`src/rtl/timer_pkg.sv`:
```
// Shared stopwatch types: BCD count width and lap stage states.
// Used by lap_hold and lap_store.
package timer_pkg;

    localparam int BCD_DIGITS = 6;
    localparam int COUNT_W    = 4 * BCD_DIGITS;

    typedef enum logic [1:0] {
        LIVE   = 2'd0,
        FREEZE = 2'd1,
        RECALL = 2'd2
    } lap_state_t;

endpackage

```
`src/rtl/lap_store.sv`:
```
// Lap buffer: DEPTH x COUNT_W words, one sync write, one comb read.
// Ports: clk, we/waddr/wdata (write), raddr -> rdata (read). No reset.
module lap_store
    import timer_pkg::*;
#(
    parameter int DEPTH = 4,
    parameter int AW    = $clog2(DEPTH)
) (
    input  logic               clk,
    input  logic               we,
    input  logic [AW-1:0]      waddr,
    input  logic [COUNT_W-1:0] wdata,
    input  logic [AW-1:0]      raddr,
    output logic [COUNT_W-1:0] rdata
);

    logic [COUNT_W-1:0] mem_q [DEPTH];

    always_ff @(posedge clk) begin
        if (we) begin
            mem_q[waddr] <= wdata;
        end
    end

    assign rdata = mem_q[raddr];

endmodule

```
`src/rtl/lap_hold.sv`:
```
// Lap/split capture between BCD counter and segment decoders.
// Ports: clk, rst (sync, active-low), count_in, lap/recall/clear
// pulses -> disp, lap_cnt, rd_idx, overflow, blank.
// LAP_BLINK_EN: when defined, blank toggles every BLINK_CYCLES in
// RECALL; otherwise blank is tied to 0 and no blink counter exists.
module lap_hold
    import timer_pkg::*;
#(
    parameter int DEPTH        = 4,
    parameter int HOLD_CYCLES  = 100_000_000,
    parameter int BLINK_CYCLES = 12_500_000,
    localparam int CW          = $clog2(DEPTH + 1),
    localparam int AW          = $clog2(DEPTH)
) (
    input  logic               clk,
    input  logic               rst,
    input  logic [COUNT_W-1:0] count_in,
    input  logic               lap_pulse,
    input  logic               recall_pulse,
    input  logic               clear_pulse,
    output logic [COUNT_W-1:0] disp,
    output logic [CW-1:0]      lap_cnt,
    output logic [AW-1:0]      rd_idx,
    output logic               overflow,
    output logic               blank
);

    localparam int TW = $clog2(HOLD_CYCLES);

    lap_state_t         state_q, state_d;
    logic [COUNT_W-1:0] disp_q, disp_d;
    logic [CW-1:0]      lap_cnt_q, lap_cnt_d;
    logic [AW-1:0]      rd_idx_q, rd_idx_d;
    logic               ovf_q, ovf_d;
    logic [TW-1:0]      timer_q, timer_d;

    logic               we;
    logic [AW-1:0]      raddr;
    logic [COUNT_W-1:0] rdata;
    logic               full;
    logic               last;

    lap_store #(
        .DEPTH (DEPTH),
        .AW    (AW)
    ) u_store (
        .clk   (clk),
        .we    (we),
        .waddr (lap_cnt_q[AW-1:0]),
        .wdata (count_in),
        .raddr (raddr),
        .rdata (rdata)
    );

    assign full = (lap_cnt_q == CW'(DEPTH));
    assign last = (CW'(rd_idx_q) == lap_cnt_q - CW'(1));

    // Single read port: slot 0 when entering RECALL, next slot
    // when stepping inside RECALL.
    assign raddr = (state_q == RECALL) ? rd_idx_q + AW'(1) : '0;

    always_comb begin
        state_d   = state_q;
        disp_d    = disp_q;
        lap_cnt_d = lap_cnt_q;
        rd_idx_d  = rd_idx_q;
        ovf_d     = ovf_q;
        timer_d   = timer_q;
        we        = 1'b0;

        if (clear_pulse) begin
            lap_cnt_d = '0;
            ovf_d     = 1'b0;
            rd_idx_d  = '0;
            timer_d   = '0;
            state_d   = LIVE;
            disp_d    = count_in;
        end else if (lap_pulse) begin
            if (!full) begin
                we        = 1'b1;
                lap_cnt_d = lap_cnt_q + CW'(1);
            end else begin
                ovf_d = 1'b1;
            end
            // In RECALL the lap is stored silently.
            if (state_q != RECALL) begin
                disp_d  = count_in;
                timer_d = TW'(HOLD_CYCLES - 1);
                state_d = FREEZE;
            end
        end else if (recall_pulse && state_q == RECALL) begin
            if (last) begin
                state_d = LIVE;
                disp_d  = count_in;
            end else begin
                rd_idx_d = rd_idx_q + AW'(1);
                disp_d   = rdata;
            end
        end else if (recall_pulse && lap_cnt_q != '0) begin
            state_d  = RECALL;
            rd_idx_d = '0;
            timer_d  = '0;
            disp_d   = rdata;
        end else begin
            case (state_q)
                LIVE: begin
                    disp_d = count_in;
                end
                FREEZE: begin
                    if (timer_q == '0) begin
                        state_d = LIVE;
                        disp_d  = count_in;
                    end else begin
                        timer_d = timer_q - TW'(1);
                    end
                end
                default: begin
                end
            endcase
        end
    end

    always_ff @(posedge clk) begin
        if (!rst) begin
            state_q   <= LIVE;
            disp_q    <= '0;
            lap_cnt_q <= '0;
            rd_idx_q  <= '0;
            ovf_q     <= 1'b0;
            timer_q   <= '0;
        end else begin
            state_q   <= state_d;
            disp_q    <= disp_d;
            lap_cnt_q <= lap_cnt_d;
            rd_idx_q  <= rd_idx_d;
            ovf_q     <= ovf_d;
            timer_q   <= timer_d;
        end
    end

`ifdef LAP_BLINK_EN
    localparam int BW = $clog2(BLINK_CYCLES + 1);

    logic          blank_q, blank_d;
    logic [BW-1:0] blink_q, blink_d;

    // Blink runs only while staying in RECALL; entry and exit
    // restart it from a visible (unblanked) phase.
    always_comb begin
        blank_d = 1'b0;
        blink_d = '0;
        if (state_q == RECALL && state_d == RECALL) begin
            if (blink_q == BW'(BLINK_CYCLES - 1)) begin
                blank_d = ~blank_q;
                blink_d = '0;
            end else begin
                blank_d = blank_q;
                blink_d = blink_q + BW'(1);
            end
        end
    end

    always_ff @(posedge clk) begin
        if (!rst) begin
            blank_q <= 1'b0;
            blink_q <= '0;
        end else begin
            blank_q <= blank_d;
            blink_q <= blink_d;
        end
    end

    assign blank = blank_q;
`else
    logic [31:0] unused_blink;
    assign unused_blink = 32'(BLINK_CYCLES);
    assign blank        = 1'b0;
`endif

    assign disp     = disp_q;
    assign lap_cnt  = lap_cnt_q;
    assign rd_idx   = rd_idx_q;
    assign overflow = ovf_q;

endmodule

```
`config.mk`:
```
export PLATFORM = sky130hd
export DESIGN_NAME = lap_hold
export DESIGN_NICKNAME = d
export VERILOG_FILES = /design/src/rtl/timer_pkg.sv /design/src/rtl/lap_store.sv /design/src/rtl/lap_hold.sv
export SDC_FILE = /design/constraint.sdc
export NUM_CORES = 1
export LEC_CHECK = 0
export BUFFER_PORTS_ARGS = -buffer_cell sky130_fd_sc_hd__buf_2
export CORE_ASPECT_RATIO = 0.8
export CORE_UTILIZATION = 31
export DETAILED_ROUTE_END_ITERATION = 10
export PLACE_DENSITY = 0.55
export SLEW_MARGIN = 10
export SYNTH_ARGS = -nofsm -noshare
export SYNTH_HDL_FRONTEND = slang
export SYNTH_SLANG_ARGS = --single-unit
```
`constraint.sdc`:
```
create_clock -name clk -period 3.4 [get_ports clk]
set_input_delay 0.34 -clock clk [delete_from_list [all_inputs] [get_ports clk]]
set_output_delay 0.34 -clock clk [all_outputs]
set_load 0.02 [all_outputs]
```
Yosys cells after proc, flatten, opt, wreduce, memory -nomap -nowiden:

Memories as Yosys holds them, arrays and structs flattened.
Cells that the tools add are included.

* reduce and logical (&&, ||, !) cells: 17
* div/mod/pow operators: 0
* shifts and indexed selects: 0
* multiply operators: 0
* bitwise logic cells: 3
* muxes and demuxes: 30
* equal/unequal tests: 12
* add/sub/neg operators: 4
* magnitude comparators: 0

Operators by type and width (count)
* 2-to-1 mux 24 bit: 7
* 2-to-1 mux 27 bit: 6
* case mux 24 bit (2 select lines): 1
* logical NOT 27 bit: 1
* subtractor 27 x 1 -> 27 bit (second input constant): 1
* 2-to-1 mux 2 bit: 11
* AND reduction 4 bit: 2
* nonzero test 4 bit: 2
* != test 2 bit (second input constant): 3
* != test 3 bit (second input constant): 2
* != test 6 bit (second input constant): 1
* AND reduction 3 bit: 2
* nonzero test 3 bit: 2
* nonzero test 6 bit: 1
* 2-to-1 mux 1 bit: 5
* AND reduction 2 bit: 2
* adder 3 x 1 -> 3 bit (second input constant): 1
* == test 2 x 3 -> 1 bit: 1
* == test 3 bit (second input constant): 1
* != test 3 x 1 -> 1 bit (second input constant): 1
* inverter 1 bit: 3
* subtractor 3 x 1 -> 3 bit (second input constant): 1
* adder 2 x 1 -> 2 bit (second input constant): 1
* == test 2 x 1 -> 1 bit (second input constant): 1
* other kinds (6): 7

* memories: 1
* input port bits: 29
* memory bits (read-only): 0
* latch bits: 0
* output and inout bits: 31
* word-level logic and storage cells: 73
* flip-flop bits (word level): 59
* memory bits (writable): 96

Memories
* u_store.mem_q: words 4, width 24, read ports 1, clocked after memory_dff 0, wr ports 1, RTL line lap_store.sv:17 `logic [COUNT_W-1:0] mem_q [DEPTH];`

Logic depth before layout (Yosys ltp):

Gate-level depths: netlist of the first run.

* word-level depth: 7
* gate-level depth with buffers: 9
* gate-level depth less buffers: 7

By module:

From an unflattened synthesis of the first run, not the netlist that was laid out.

* cells, all modules: 557
* area total of the unflattened synthesis: 7134.3 µm²

Modules (own cells, without submodules)
* lap_hold: cells an instance 427, times used 1, area an instance 3599.7 µm², sequential area each 1181.1 µm²
* lap_store: cells an instance 130, times used 1, area an instance 3534.6 µm², sequential area each 2882.8 µm²

Worst setup path before layout of the first run:

Ideal clock, no wire load.

* path type: register to register
* start: reg lap_cnt_q[0] (netlist: lap_cnt[0])
* end: reg disp_q[10] (netlist: disp[10])
* path slack: 897 ps
* data arrival time: 2357 ps
* clock period less this slack: 2503 ps
* buffers on the path: 1
* required time: 3254 ps
* stages on the path, launching flop included: 9
* setup time: 146 ps
* path through: dfxtp_1 > inv_1 > ha_1 > xnor2_1 > o311ai_1 > a211oi_4 > buf_4 > mux2i_1 > a211oi_2

* longest elaborated chain between the ends: 6
* elaborated cells between the ends (all ways): 12
* those cells by class: add/sub (1); eq/ne (2); mux (5); reduce/logical (4)

RTL lines
* from (decl): RTL line lap_hold.sv:32 `logic [CW-1:0] lap_cnt_q, lap_cnt_d;`
* from (signal assigned): RTL line lap_hold.sv:134 `lap_cnt_q <= lap_cnt_d;`
* subtractor 3 x 1 -> 3 bit or nonzero test 3 bit (tied branches): RTL line lap_hold.sv:56, lap_hold.sv:99
* == test 2 x 3 -> 1 bit or logical AND 1 bit (tied branches): RTL line lap_hold.sv:56, lap_hold.sv:99
* 2-to-1 mux 24 bit, on equally long branches: RTL line lap_hold.sv:92, lap_hold.sv:99
* 2-to-1 mux 24 bit: RTL line lap_hold.sv:91 `end else if (recall_pulse && state_q == RECALL) begin`
* 2-to-1 mux 24 bit: RTL line lap_hold.sv:78 `end else if (lap_pulse) begin`
* 2-to-1 mux 24 bit: RTL line lap_hold.sv:71 `if (clear_pulse) begin`
* to (signal assigned): RTL line lap_hold.sv:133 `disp_q <= disp_d;`
* to (decl): RTL line lap_hold.sv:31 `logic [COUNT_W-1:0] disp_q, disp_d;`

Parallel ways exist; a longest one is shown, timed or not.
A chain may end at the register's enable or synchronous reset.

Worst setup path in the final report of the first run:

* start: reg timer_q[18]
* end: reg timer_q[15]

* longest elaborated chain between the ends: 3

RTL lines
* from (decl): RTL line lap_hold.sv:35 `logic [TW-1:0] timer_q, timer_d;`
* from (signal assigned): RTL line lap_hold.sv:137 `timer_q <= timer_d;`
* logical NOT 27 bit: RTL line lap_hold.sv:110 `if (timer_q == '0) begin`
* != test 3 bit (no line)
* AND reduction 4 bit (no line)

No other way between the ends.

==> metrics.json, run 1 <==
{
  "final-instance-count-excl-fill": 920,
  "power.density_nw_per_um2": 540,
  "cts.path.max_buffers": 2,
  "final_hold_viol_count": 0,
  "synth_edf_count": 96,
  "outcome": "finished, final reports clean",
  "synth-seq-cells": 155,
  "route.detailed.vias_per_inst": 5.35,
  "post_synth.cell_area_avg_sq_um": 13.1,
  "timing.hold.worst_endpoint": "u_store.mem_q[2][7]",
  "crit_path_start": "timer_q[18]",
  "placed_area_sq_um": 7690,
  "port_bufs": 58,
  "grt_pass1_vias": 4899,
  "cts_sinks": 155,
  "area.growth.synth_to_final_pct": 16.4,
  "drt_first_pass_iters": 5,
  "final_period_minus_worst_setup_slack_ps": 2790,
  "root_buffer": "clkbuf_16",
  "relSlewSlack_pct": 49.4,
  "largest_net_degree_at_the_start_of_global_routing": 34,
  "clk-insertion-delay-late_ps": 420,
  "yosys.area_share.xor_xnor_pct": 0.615,
  "globalRoute.totalOverflow": 0,
  "tns_ps": 0,
  "timing_worst_setup_path_type": "reg -> reg",
  "synth-warning-count": 0,
  "timing.clock.skew_ps": 13.5,
  "synth.mux.area_fraction_pct": 11.0,
  "fmax_ghz": 0.358,
  "gp_routability_congestion": 0.843,
  "post-route-period-util_pct": 82.1,
  "grt_pass1_wl_um": 27500,
  "numCtsBuffers": 17,
  "critPathMaxStageDelay_ps": 660,
  "holdBufCountCts": 0,
  "r2r_cells": 5,
  "postCtsSetupBuffers": 0,
  "synthAdderAreaFrac_pct": 1.05,
  "number_of_vias_after_detailed_routing": 4919,
  "final-max-slew-violation-count": 0,
  "r2r_setup_slack_ps": 610,
  "reg2reg_from": "timer_q[18]",
  "detail_route.wl_per_cell_um": 19.0,
  "finish.instance_area_sq_um": 8290,
  "ys.flop_type": "edfxtp_1",
  "h-tree-depth": 4,
  "tritoncts": "built",
  "num_antenna_cells": 0,
  "crit_family": "simple AND/OR/NAND/NOR gates",
  "worst_hold_path_cells": 1,
  "final_core_utilization_pct": 36.8,
  "die_h_um": 138,
  "post_cts_resized": 0,
  "synthDistinctLibCells": 75,
  "placement_rows": 49,
  "start_util_pct": 31.6,
  "crit_path_launch_type": "flip-flop",
  "synthSimpleGateAreaFrac_pct": 9.17,
  "path_buf_inv": 0,
  "crit_required_ps": 3670,
  "crit_path_cell_trace": "nor3_1 > and4b_1 > a31oi_4 > nor2_2 > o32ai_1",
  "detail-route-antenna-nets": 0,
  "design.core.area_sq_um": 22500,
  "synth_async_sr_flop_share_pct": 0,
  "dr.first_iter.drc_count": 476,
  "hpwlAfterDp_um": 10800,
  "endpoint_kind": "flip-flop",
  "route.detailed.drc": 0,
  "tightest_slew_ps": 758,
  "fp.dieW_um": 171,
  "grt_antenna_before_repair": 0,
  "post_synthesis_compound_gate_area_fraction_pct": 16.9,
  "synth.yosys.seq_area_share_pct": 57.1,
  "power.ir.vdd_worst_mv": 0.284,
  "crit_slowest_cell": "nor2_2",
  "place_inst": 888,
  "fin_nets": 636,
  "crit-reg2reg-capture": "timer_q[15]",
  "area_of_the_mapped_netlist_sq_um": 7120,
  "design.portCount": 60,
  "power.leakage_uw": 0.00274,
  "wirelength_um": 17500,
  "hold_path_class": "in -> reg",
  "drv_cap": 0,
  "min-delay-start": "count_in[7]",
  "gr-usage-all-layers_pct": 15.6,
  "drive_above_1_share_pct": 27.9,
  "worst_setup_hold_path_clk_slew_ps": 70,
  "final_common_cell": "edfxtp_1",
  "cp_data_arrival_time_ps": 3060,
  "synth_top_family_by_area": "compound AO/OA/AOI/OAI gates",
  "number_of_cells_produced_by_synthesis": 544,
  "setup_repair_after_global_routing_missed_its_margin": "no",
  "timing.critical_path.fanout_max": 14,
  "synth_nets": 579,
  "finalSetupViolCount": 0,
  "floorplan.die_area_sq_um": 23600,
  "layout.cells.most_common_list": "edfxtp_1, a21oi_1, dfxtp_1"
}
layout make-up:
type | instances | area (sq um)
clock buffers | 17 | 425
clock inverters | 15 | 170
fillers | 2168 | 14200
inverters | 11 | 41.3
multi-input cells | 339 | 2770
flip-flops and latches | 155 | 4060
well taps | 306 | 383
repair buffers | 77 | 433
layer usage:
layer  GRT usage, %  wire length (um)
met1           21.8              8100
met2           24.2              8320
met3           2.99               856
met4           5.36               173
met5              0                 0
where the power goes:
group | internal (uW) | switching (uW)
sequential | 2050 | 35.9
combinational | 187 | 341
clock | 991 | 871
total | 3230 | 1250
cells by family (layout without fill, tap and decap cells):
kind of cell | after synthesis | after routing
compound gates | 160 | 160
flops | 155 | 155
simple gates | 118 | 118
buf+inv | 50 | 120
mux | 49 | 49
fa+ha+maj | 6 | 6
xor+xnor | 5 | 5
other cells | 1 | 1
worst max-delay path by stage:
| stage | to | cells past startpoint | slack (ps) |
|---|---|---|---|
| floorplan | disp[10] | 8 | 900 |
| global placement | timer_q[5] | 7 | 810 |
| detailed placement | timer_q[15] | 7 | 650 |
| CTS | timer_q[15] | 7 | 650 |
| global route | timer_q[15] | 7 | 380 |
| finish | timer_q[15] | 5 | 610 |
flip-flops by register name (all words and copies together) (netlist names):
register / flops
disp: 24
u_store.mem_q: 96
state_q: 2
overflow: 1
rd_idx: 2
lap_cnt: 3
timer_q: 27
synth_stat cells (all sizes together) (8+ instances only):
cell,n,area [sq um]
a21oi,60,300
o21ai,8,40.0
mux4,23,518
nor3,8,51.3
dfxtp,59,1180
nor2,28,110
inv,11,41.3
a31oi,16,115
nand3,10,55.1
buf,20,178
edfxtp,96,2880
clkbuf,19,75.1
o32ai,13,114
nand2,33,124
mux2i,24,240
a211oi,28,323
worst register-to-register path, cell delays in order, from the launching register on:
cell	delay [ps]
dfxtp_1	350
nor3_1	540
and4b_1	620
a31oi_4	250
nor2_2	660
o32ai_1	230
metrics by stage:
step / hold slack, ps / power [uW] / setup WS [ps]
2_1_floorplan: 438 / 2490 / 897
3_3_place_gp: 448 / 2640 / 814
3_5_place_dp: 459 / 2650 / 654
4_1_cts: 127 / 4520 / 646
5_1_grt: 131 / 4650 / 377
6_report: 141 / 4480 / 609
Note: power is estimated with default switching activity, not from simulation.
==> inputs of run 2 (changes only) <==
Settings changed: PLACE_DENSITY 0.55 to 0.57.
Clock period 3.4 ns to 2.4 ns, I/O delays scaled along.
==> run 2 against run 1 <==
  * Sequential cell count unchanged
  * Clock power up 38%
  * Power rose by 43%
  * Combinational power rose by 63%
  * Design area up 3.8%
  * Die area did not move
  * Worst setup slack worse by 520 ps
  * Sequential power rose by 42%
  * Clock-buffer cell count is 1 higher
==> metrics.json, run 2 (synthesis results as in run 1) <==
{
  "drive_above_1_share": {"value": 32.3, "unit": "%", "change": "+4.4 points"},
  "tns": {"value": 0, "unit": "ps", "change": "unchanged"},
  "die_h": {"value": 138, "unit": "um", "change": "unchanged"},
  "timing.clock.skew": {"value": 14.2, "unit": "ps", "change": "+0.702 ps"},
  "power.density": {"value": 743, "unit": "nW/um^2", "change": "+37%"},
  "endpoint_kind": "flip-flop",
  "filler_cell_count": {"value": 2153, "change": "-0.69%"},
  "flip_flop_count_of_the_largest_register_all_copies_and_words_added": {"value": 96, "change": "unchanged"},
  "crit-reg2reg-capture": "disp[1]",
  "crit_required": {"value": 2740, "unit": "ps", "change": "-930 ps"},
  "route.detailed.vias_per_inst": {"value": 5.31, "change": "-0.62%"},
  "worst_setup_hold_path_clk_slew": {"value": 70, "unit": "ps", "change": "about the same"},
  "h-tree-depth": {"value": 4, "change": "unchanged"},
  "timing.hold.worst_endpoint": "u_store.mem_q[2][11]",
  "dr.first_iter.drc_count": {"value": 425, "change": "-11%"},
  "route.detailed.drc": {"value": 0, "change": "unchanged"},
  "detail-route-antenna-nets": {"value": 0, "change": "unchanged"},
  "cts.path.max_buffers": {"value": 2, "change": "unchanged"},
  "final-max-slew-violation-count": {"value": 0, "change": "unchanged"},
  "layout.cells.most_common_list": "edfxtp_1, a21oi_1, dfxtp_1, buf_2, buf_4",
  "timing.critical_path.fanout_max": {"value": 11, "change": "-3"},
  "power.ir.vdd_worst": {"value": 0.393, "unit": "mV", "change": "+38%"},
  "root_buffer": "clkbuf_16",
  "fmax": {"value": 0.433, "unit": "GHz", "change": "+21%"},
  "floorplan.die_area": {"value": 23600, "unit": "sq um", "change": "unchanged"},
  "wirelength": {"value": 18100, "unit": "um", "change": "+3.6%"},
  "reg2reg_from": "timer_q[22]",
  "num_antenna_cells": {"value": 0, "change": "unchanged"},
  "setup_ws": {"value": 91.8, "unit": "ps", "change": "-517 ps"},
  "area.growth.synth_to_final_pct": 20.8,
  "final_hold_viol_count": {"value": 0, "change": "unchanged"},
  "number_of_vias_after_detailed_routing": {"value": 5069, "change": "+3.0%"},
  "placement_rows": {"value": 49, "change": "unchanged"},
  "final_common_cell": "edfxtp_1",
  "min-delay-start": "count_in[11]",
  "largest_net_degree_at_the_start_of_global_routing": {"value": 26, "change": "-24%"},
  "r2r_cells": {"value": 6, "change": "+1"},
  "globalRoute.totalOverflow": {"value": 0, "change": "unchanged"},
  "relSlewSlack": {"value": 51.1, "unit": "%", "change": "+1.7 points"},
  "clk-insertion-delay-late": {"value": 440, "unit": "ps", "change": "+20 ps"},
  "largest_register": "u_store.mem_q",
  "r2r_setup_slack": {"value": 90, "unit": "ps", "change": "-520 ps"},
  "grt_pass1_wl": {"value": 28000, "unit": "um", "change": "+2.1%"},
  "critPathMaxStageDelay": {"value": 440, "unit": "ps", "change": "-220 ps"},
  "multi_input_logic_area": {"value": 2800, "unit": "sq um", "change": "+0.90%"},
  "grt_pass1_vias": {"value": 5048, "change": "+3.0%"},
  "post-route-period-util": {"value": 96.2, "unit": "%", "change": "+14 points"},
  "hpwlAfterDp": {"value": 11700, "unit": "um", "change": "+8.1%"},
  "fin_nets": {"value": 670, "change": "+5.3%"},
  "outcome": "finished, final reports clean",
  "worst_hold_slack": {"value": 35.0, "unit": "ps", "change": "-106 ps"},
  "holdBufCountCts": {"value": 0, "change": "unchanged"},
  "place_inst": {"value": 920, "change": "+3.6%"},
  "crit_path_launch_type": "flip-flop",
  "grt_antenna_before_repair": {"value": 1, "change": "+1"},
  "gr-usage-all-layers": {"value": 15.9, "unit": "%", "change": "+0.30 points"},
  "design.core.area": {"value": 22500, "unit": "sq um", "change": "unchanged"},
  "drt_first_pass_iters": {"value": 5, "change": "unchanged"},
  "finalSetupViolCount": {"value": 0, "change": "unchanged"},
  "worst_hold_path_cells": {"value": 1, "change": "unchanged"},
  "timing_worst_setup_path_type": "reg -> reg",
  "detail_route.wl_per_cell": {"value": 19.0, "unit": "um", "change": "-0.13%"},
  "final_period_minus_worst_setup_slack": {"value": 2310, "unit": "ps", "change": "-483 ps"},
  "seqCellArea": {"value": 4070, "unit": "sq um", "change": "about the same"},
  "setup_repair_after_global_routing_missed_its_margin": "yes",
  "finalPower": {"value": 6390, "unit": "uW", "change": "+43%"},
  "power.leakage": {"value": 0.00292, "unit": "uW", "change": "+6.6%"},
  "final-instance-count-excl-fill": {"value": 954, "change": "+3.7%"},
  "detailedPlace.worstSlack": {"value": 37.7, "unit": "ps", "change": "-617 ps"},
  "start_util": {"value": 31.6, "unit": "%", "change": "unchanged"},
  "crit_path_cell_trace": "or3_4 > or3_1 > o311ai_4 > buf_4 > a21oi_1 > a311oi_1",
  "port_bufs": {"value": 58, "change": "unchanged"},
  "tightest_slew": {"value": 734, "unit": "ps", "change": "-24.5 ps"},
  "gp_routability_congestion": {"value": 0.859, "change": "+1.9%"},
  "tritoncts": "built",
  "numCtsBuffers": {"value": 17, "change": "unchanged"},
  "crit_slowest_cell": "or3_1",
  "cts_sinks": {"value": 155, "change": "unchanged"},
  "drv_cap": {"value": 0, "change": "unchanged"},
  "design.portCount": {"value": 60, "change": "unchanged"},
  "cp_data_arrival_time": {"value": 2640, "unit": "ps", "change": "-420 ps"},
  "fp.dieW": {"value": 171, "unit": "um", "change": "unchanged"},
  "hold_path_class": "in -> reg"
}
run 2: cell types whose count changed in the layout (fill, tap and decap cells not counted), sizes merged:
cell,before,now
clkbuf,17,19
clkinv,5,3
clkinvlp,1,2
buf,77,110
run 2: worst max path at each step:
stage / cells after the start / end / from
after floorplan: 8 / disp[10] / lap_cnt[1]
after detailed placement: 8 / timer_q[20] / timer_q[0]
after CTS: 6 / disp[1] / timer_q[12]
after global routing: 6 / disp[1] / timer_q[22]
final: 6 / disp[1] / timer_q[22]
after global placement: 8 / disp[1] / timer_q[0]
run 2: timing repair:
item                                    in CTS  in global routing
endpoints found under the hold margin        0                  0
resized for setup                            0                  6
setup buffers                                0                  1
endpoints found under the setup margin       0                 49
run 2: cell type report:
class | count | area share [%]
clock buffer | 18 | 4.99
clock inverter | 14 | 1.50
inverter | 11 | 0.480
multi-input combinational | 339 | 32.5
sequential | 155 | 47.3
tap | 306 | 4.45
timing repair buffer | 111 | 8.79
run 2: worst max-delay path: cells and delay by family (launching register included):
family	cells	cell delay, ps
compound gates	3	730
buf+inv	1	260
flops	1	340
simple gates	2	870
run 2: where the power goes:
part	switching, uW	internal [uW]	total (uW)
Clock	1190	1370	2560
Combinational	510	352	862
Sequential	52.8	2910	2960
Total	1760	4630	6390
run 2: metal layers:
metal	routed length, um	GRT usage, %	vias up
li1	-	-	2341
met1	8310	21.2	2567
met2	8590	25.2	138
met3	912	3.30	21
met4	252	6.40	2
met5	12	0	-
run 2: through the flow:
step	utilization (%)	cell area, sq um
final	38.2	8600
after global routing	38.2	8600
after CTS	38.0	8540
after detailed placement	35.5	7990
after global placement	35.5	7990
after floorplan	-	7120
==> inputs of run 3 (changes only) <==
Settings changed: ABC_AREA set to 1, CORE_MARGIN set to 4, PLACE_DENSITY 0.57 to 0.56.
Clock period 2.4 ns to 1.9 ns, I/O delays scaled along.
==> run 3 against run 2 <==
  * Clock power grew 43%
  * Global-route usage shrank 1.6 points
  * Combinational power grew 68%
  * Area after synthesis grew 8.6%
  * Highest routed layer is now met4
==> metrics.json, run 3 <==
{
  "timing.clock.skew": {"value": 15.0, "unit": "ps", "change": "+0.779 ps"},
  "multi_input_logic_area": {"value": 3260, "unit": "sq um", "change": "+17%"},
  "design.core.area": {"value": 24400, "unit": "sq um", "change": "+8.6%"},
  "synth_top_cell_by_area": "edfxtp_1",
  "flip_flop_count_of_the_largest_register_all_copies_and_words_added": {"value": 96, "change": "unchanged"},
  "post-synth-top-area-fraction": {"value": 37.3, "unit": "%", "change": "-3.2 points"},
  "synth.yosys.seq_area_share": {"value": 52.5, "unit": "%", "change": "-4.5 points"},
  "synth_edf_count": {"value": 96, "change": "unchanged"},
  "num_antenna_cells": {"value": 0, "change": "unchanged"},
  "detail_route.wl_per_cell": {"value": 14.0, "unit": "um", "change": "-26%"},
  "route.detailed.vias_per_inst": {"value": 4.50, "change": "-15%"},
  "root_buffer": "clkbuf_16",
  "endpoint_kind": "flip-flop",
  "wirelength": {"value": 20100, "unit": "um", "change": "+11%"},
  "port_bufs": {"value": 58, "change": "unchanged"},
  "worst_setup_hold_path_clk_slew": {"value": 70, "unit": "ps", "change": "about the same"},
  "globalRoute.totalOverflow": {"value": 0, "change": "unchanged"},
  "final_period_minus_worst_setup_slack": {"value": 1790, "unit": "ps", "change": "-519 ps"},
  "ys_top_cells_by_area": "edfxtp_1, nand2_1, dfxtp_1",
  "area_of_the_mapped_netlist": {"value": 7730, "unit": "sq um", "change": "+8.6%"},
  "drt_first_pass_iters": {"value": 5, "change": "unchanged"},
  "grt_antenna_before_repair": {"value": 0, "change": "-1"},
  "final-max-slew-violation-count": {"value": 0, "change": "unchanged"},
  "filler_cell_count": {"value": 2499, "change": "+16%"},
  "dr.first_iter.drc_count": {"value": 436, "change": "+2.6%"},
  "detail-route-antenna-nets": {"value": 0, "change": "unchanged"},
  "fp.dieW": {"value": 185, "unit": "um", "change": "+7.7%"},
  "synth_async_sr_flop_share": {"value": 0, "unit": "%", "change": "unchanged"},
  "placement_rows": {"value": 51, "change": "+4.1%"},
  "grt_pass1_vias": {"value": 5864, "change": "+16%"},
  "finish.instance_area": {"value": 9610, "unit": "sq um", "change": "+12%"},
  "tritoncts": "built",
  "synth_common_cells": "nand2_1, nor2_1, edfxtp_1, inv_1, nand3_1",
  "final_common_cell": "nand2_1",
  "timing_worst_setup_path_type": "reg -> reg",
  "synthMostInstantiatedCell": "nand2_1",
  "final_hold_viol_count": {"value": 0, "change": "unchanged"},
  "hold_path_class": "in -> reg",
  "design.portCount": {"value": 60, "change": "unchanged"},
  "drive_above_1_share": {"value": 19.8, "unit": "%", "change": "-12 points"},
  "place_inst": {"value": 1382, "change": "+50%"},
  "largest_net_degree_at_the_start_of_global_routing": {"value": 49, "change": "+88%"},
  "area.growth.synth_to_final_pct": 24.3,
  "cts_sinks": {"value": 155, "change": "unchanged"},
  "cts.path.max_buffers": {"value": 2, "change": "unchanged"},
  "post-route-period-util": {"value": 94.2, "unit": "%", "change": "-2.0 points"},
  "finalSetupViolCount": {"value": 0, "change": "unchanged"},
  "postCtsSetupBuffers": {"value": 0, "change": "unchanged"},
  "cp_data_arrival_time": {"value": 2110, "unit": "ps", "change": "-530 ps"},
  "crit_required": {"value": 2220, "unit": "ps", "change": "-520 ps"},
  "die_h": {"value": 149, "unit": "um", "change": "+8.5%"},
  "drv_cap": {"value": 0, "change": "unchanged"},
  "h-tree-depth": {"value": 4, "change": "unchanged"},
  "synthDistinctLibCells": {"value": 31, "change": "-59%"},
  "number_of_cells_produced_by_synthesis": {"value": 1004, "change": "+85%"},
  "largest_register": "u_store.mem_q",
  "setup_repair_after_global_routing_missed_its_margin": "yes",
  "hpwlAfterDp": {"value": 12200, "unit": "um", "change": "+4.3%"},
  "gp_routability_congestion": {"value": 0.867, "change": "+0.94%"},
  "fmax": {"value": 0.559, "unit": "GHz", "change": "+29%"},
  "gr-usage-all-layers": {"value": 14.3, "unit": "%", "change": "-1.6 points"},
  "number_of_vias_after_detailed_routing": {"value": 6439, "change": "+27%"},
  "synth_nets": {"value": 1039, "change": "+79%"},
  "setup_ws": {"value": 111, "unit": "ps", "change": "+19.1 ps"},
  "floorplan.die_area": {"value": 27600, "unit": "sq um", "change": "+17%"},
  "power.density": {"value": 925, "unit": "nW/um^2", "change": "+25%"},
  "power.ir.vdd_worst": {"value": 0.564, "unit": "mV", "change": "+44%"},
  "final-instance-count-excl-fill": {"value": 1431, "change": "+50%"},
  "start_util": {"value": 31.6, "unit": "%", "change": "about the same"},
  "clk-insertion-delay-late": {"value": 420, "unit": "ps", "change": "-20 ps"},
  "synth-seq-cells": {"value": 155, "change": "unchanged"},
  "route.detailed.drc": {"value": 0, "change": "unchanged"},
  "post_synth.cell_area_avg": {"value": 7.70, "unit": "sq um", "change": "-41%"},
  "crit_path_launch_type": "flip-flop",
  "layout.cells.most_common_list": "nand2_1, nor2_1, edfxtp_1",
  "worst_hold_slack": {"value": 24.6, "unit": "ps", "change": "-10.4 ps"},
  "numCtsBuffers": {"value": 17, "change": "unchanged"},
  "synth-warning-count": {"value": 0, "change": "unchanged"},
  "grt_pass1_wl": {"value": 31100, "unit": "um", "change": "+11%"},
  "power.leakage": {"value": 0.00431, "unit": "uW", "change": "+48%"},
  "ys.flop_type": "edfxtp_1",
  "fin_nets": {"value": 1135, "change": "+69%"},
  "detailedPlace.worstSlack": {"value": -25.5, "unit": "ps", "change": "-63.2 ps"},
  "timing.critical_path.fanout_max": {"value": 13, "change": "+2"},
  "outcome": "finished, final reports clean",
  "seqCellArea": {"value": 4070, "unit": "sq um", "change": "+0.12%"},
  "placed_area": {"value": 8670, "unit": "sq um", "change": "+8.6%"}
}
run 3: cells by family (layout without fill, tap and decap cells):
| group | count (synthesis) | after routing | share of synthesized area [%] |
|---|---|---|---|
| simple gates | 663 | 665 | 35.6 |
| flops | 155 | 155 | 52.5 |
| buf+inv | 130 | 237 | 7.18 |
| compound gates | 45 | 45 | 3.16 |
| fa+ha+maj | 6 | 6 | 0.971 |
| xor+xnor | 4 | 4 | 0.453 |
| other cells | 1 | 1 | 0.0485 |
run 3: layout make-up:
class	instances	share of cell area [%]
Clock inverter	15	2.07
Multi-Input combinational cell	721	33.9
Clock buffer	17	4.43
Sequential cell	155	42.3
Tap cell	318	4.14
Timing Repair Buffer	114	9.48
Inverter	91	3.63
run 3: metrics by stage:
stage | setup TNS [ps] | total power (uW) | util [%]
after detailed placement | -25.5 | 5210 | 35.5
after CTS | 0 | 8920 | 38.5
after global routing | -124 | 9360 | 39.3
after floorplan | 0 | 4790 | -
after global placement | 0 | 5200 | 35.5
final | 0 | 8890 | 39.3
run 3: timing repair:
action,CTS,global route
hold buffers,11,1
endpoints found under the hold margin,41,3
pin swaps,0,9
gates resized for setup,1,34
gates cloned,0,5
endpoints found under the setup margin,2,51
run 3: metal layers:
metal | vias to the layer above | track usage, % | wire length, um
met4 | 0 | 3.73 | 179
met5 | - | 0 | 0
met1 | 2949 | 21.7 | 10500
li1 | 3343 | - | -
met3 | 13 | 2.46 | 978
met2 | 134 | 20.9 | 8390
run 3: final timing paths:
kind | startpoint | to | slack [ps] | depth (start not counted)
min | count_in[13] | u_store.mem_q[3][13] | 20 | 1
min reg2reg | overflow | overflow | 470 | 1
max reg2reg | lap_cnt[0] | disp[6] | 110 | 14
max | lap_cnt[0] | disp[6] | 110 | 14
run 3: worst max-delay path: stages (launching register included):
cell,delay (ps)
dfxtp_4,350
inv_4,60
ha_4,130
inv_2,40
o21ai_4,190
nand2_2,110
nor2_2,140
nand3_1,70
nand2_1,80
inv_2,60
nand2_8,120
buf_6,170
nand2_1,60
nand2_1,60
nor2_1,40
run 3: where the power goes:
part	internal [uW]	switching (uW)	total [uW]
clock network	2130	1530	3660
registers	3690	83.0	3780
logic	534	916	1450
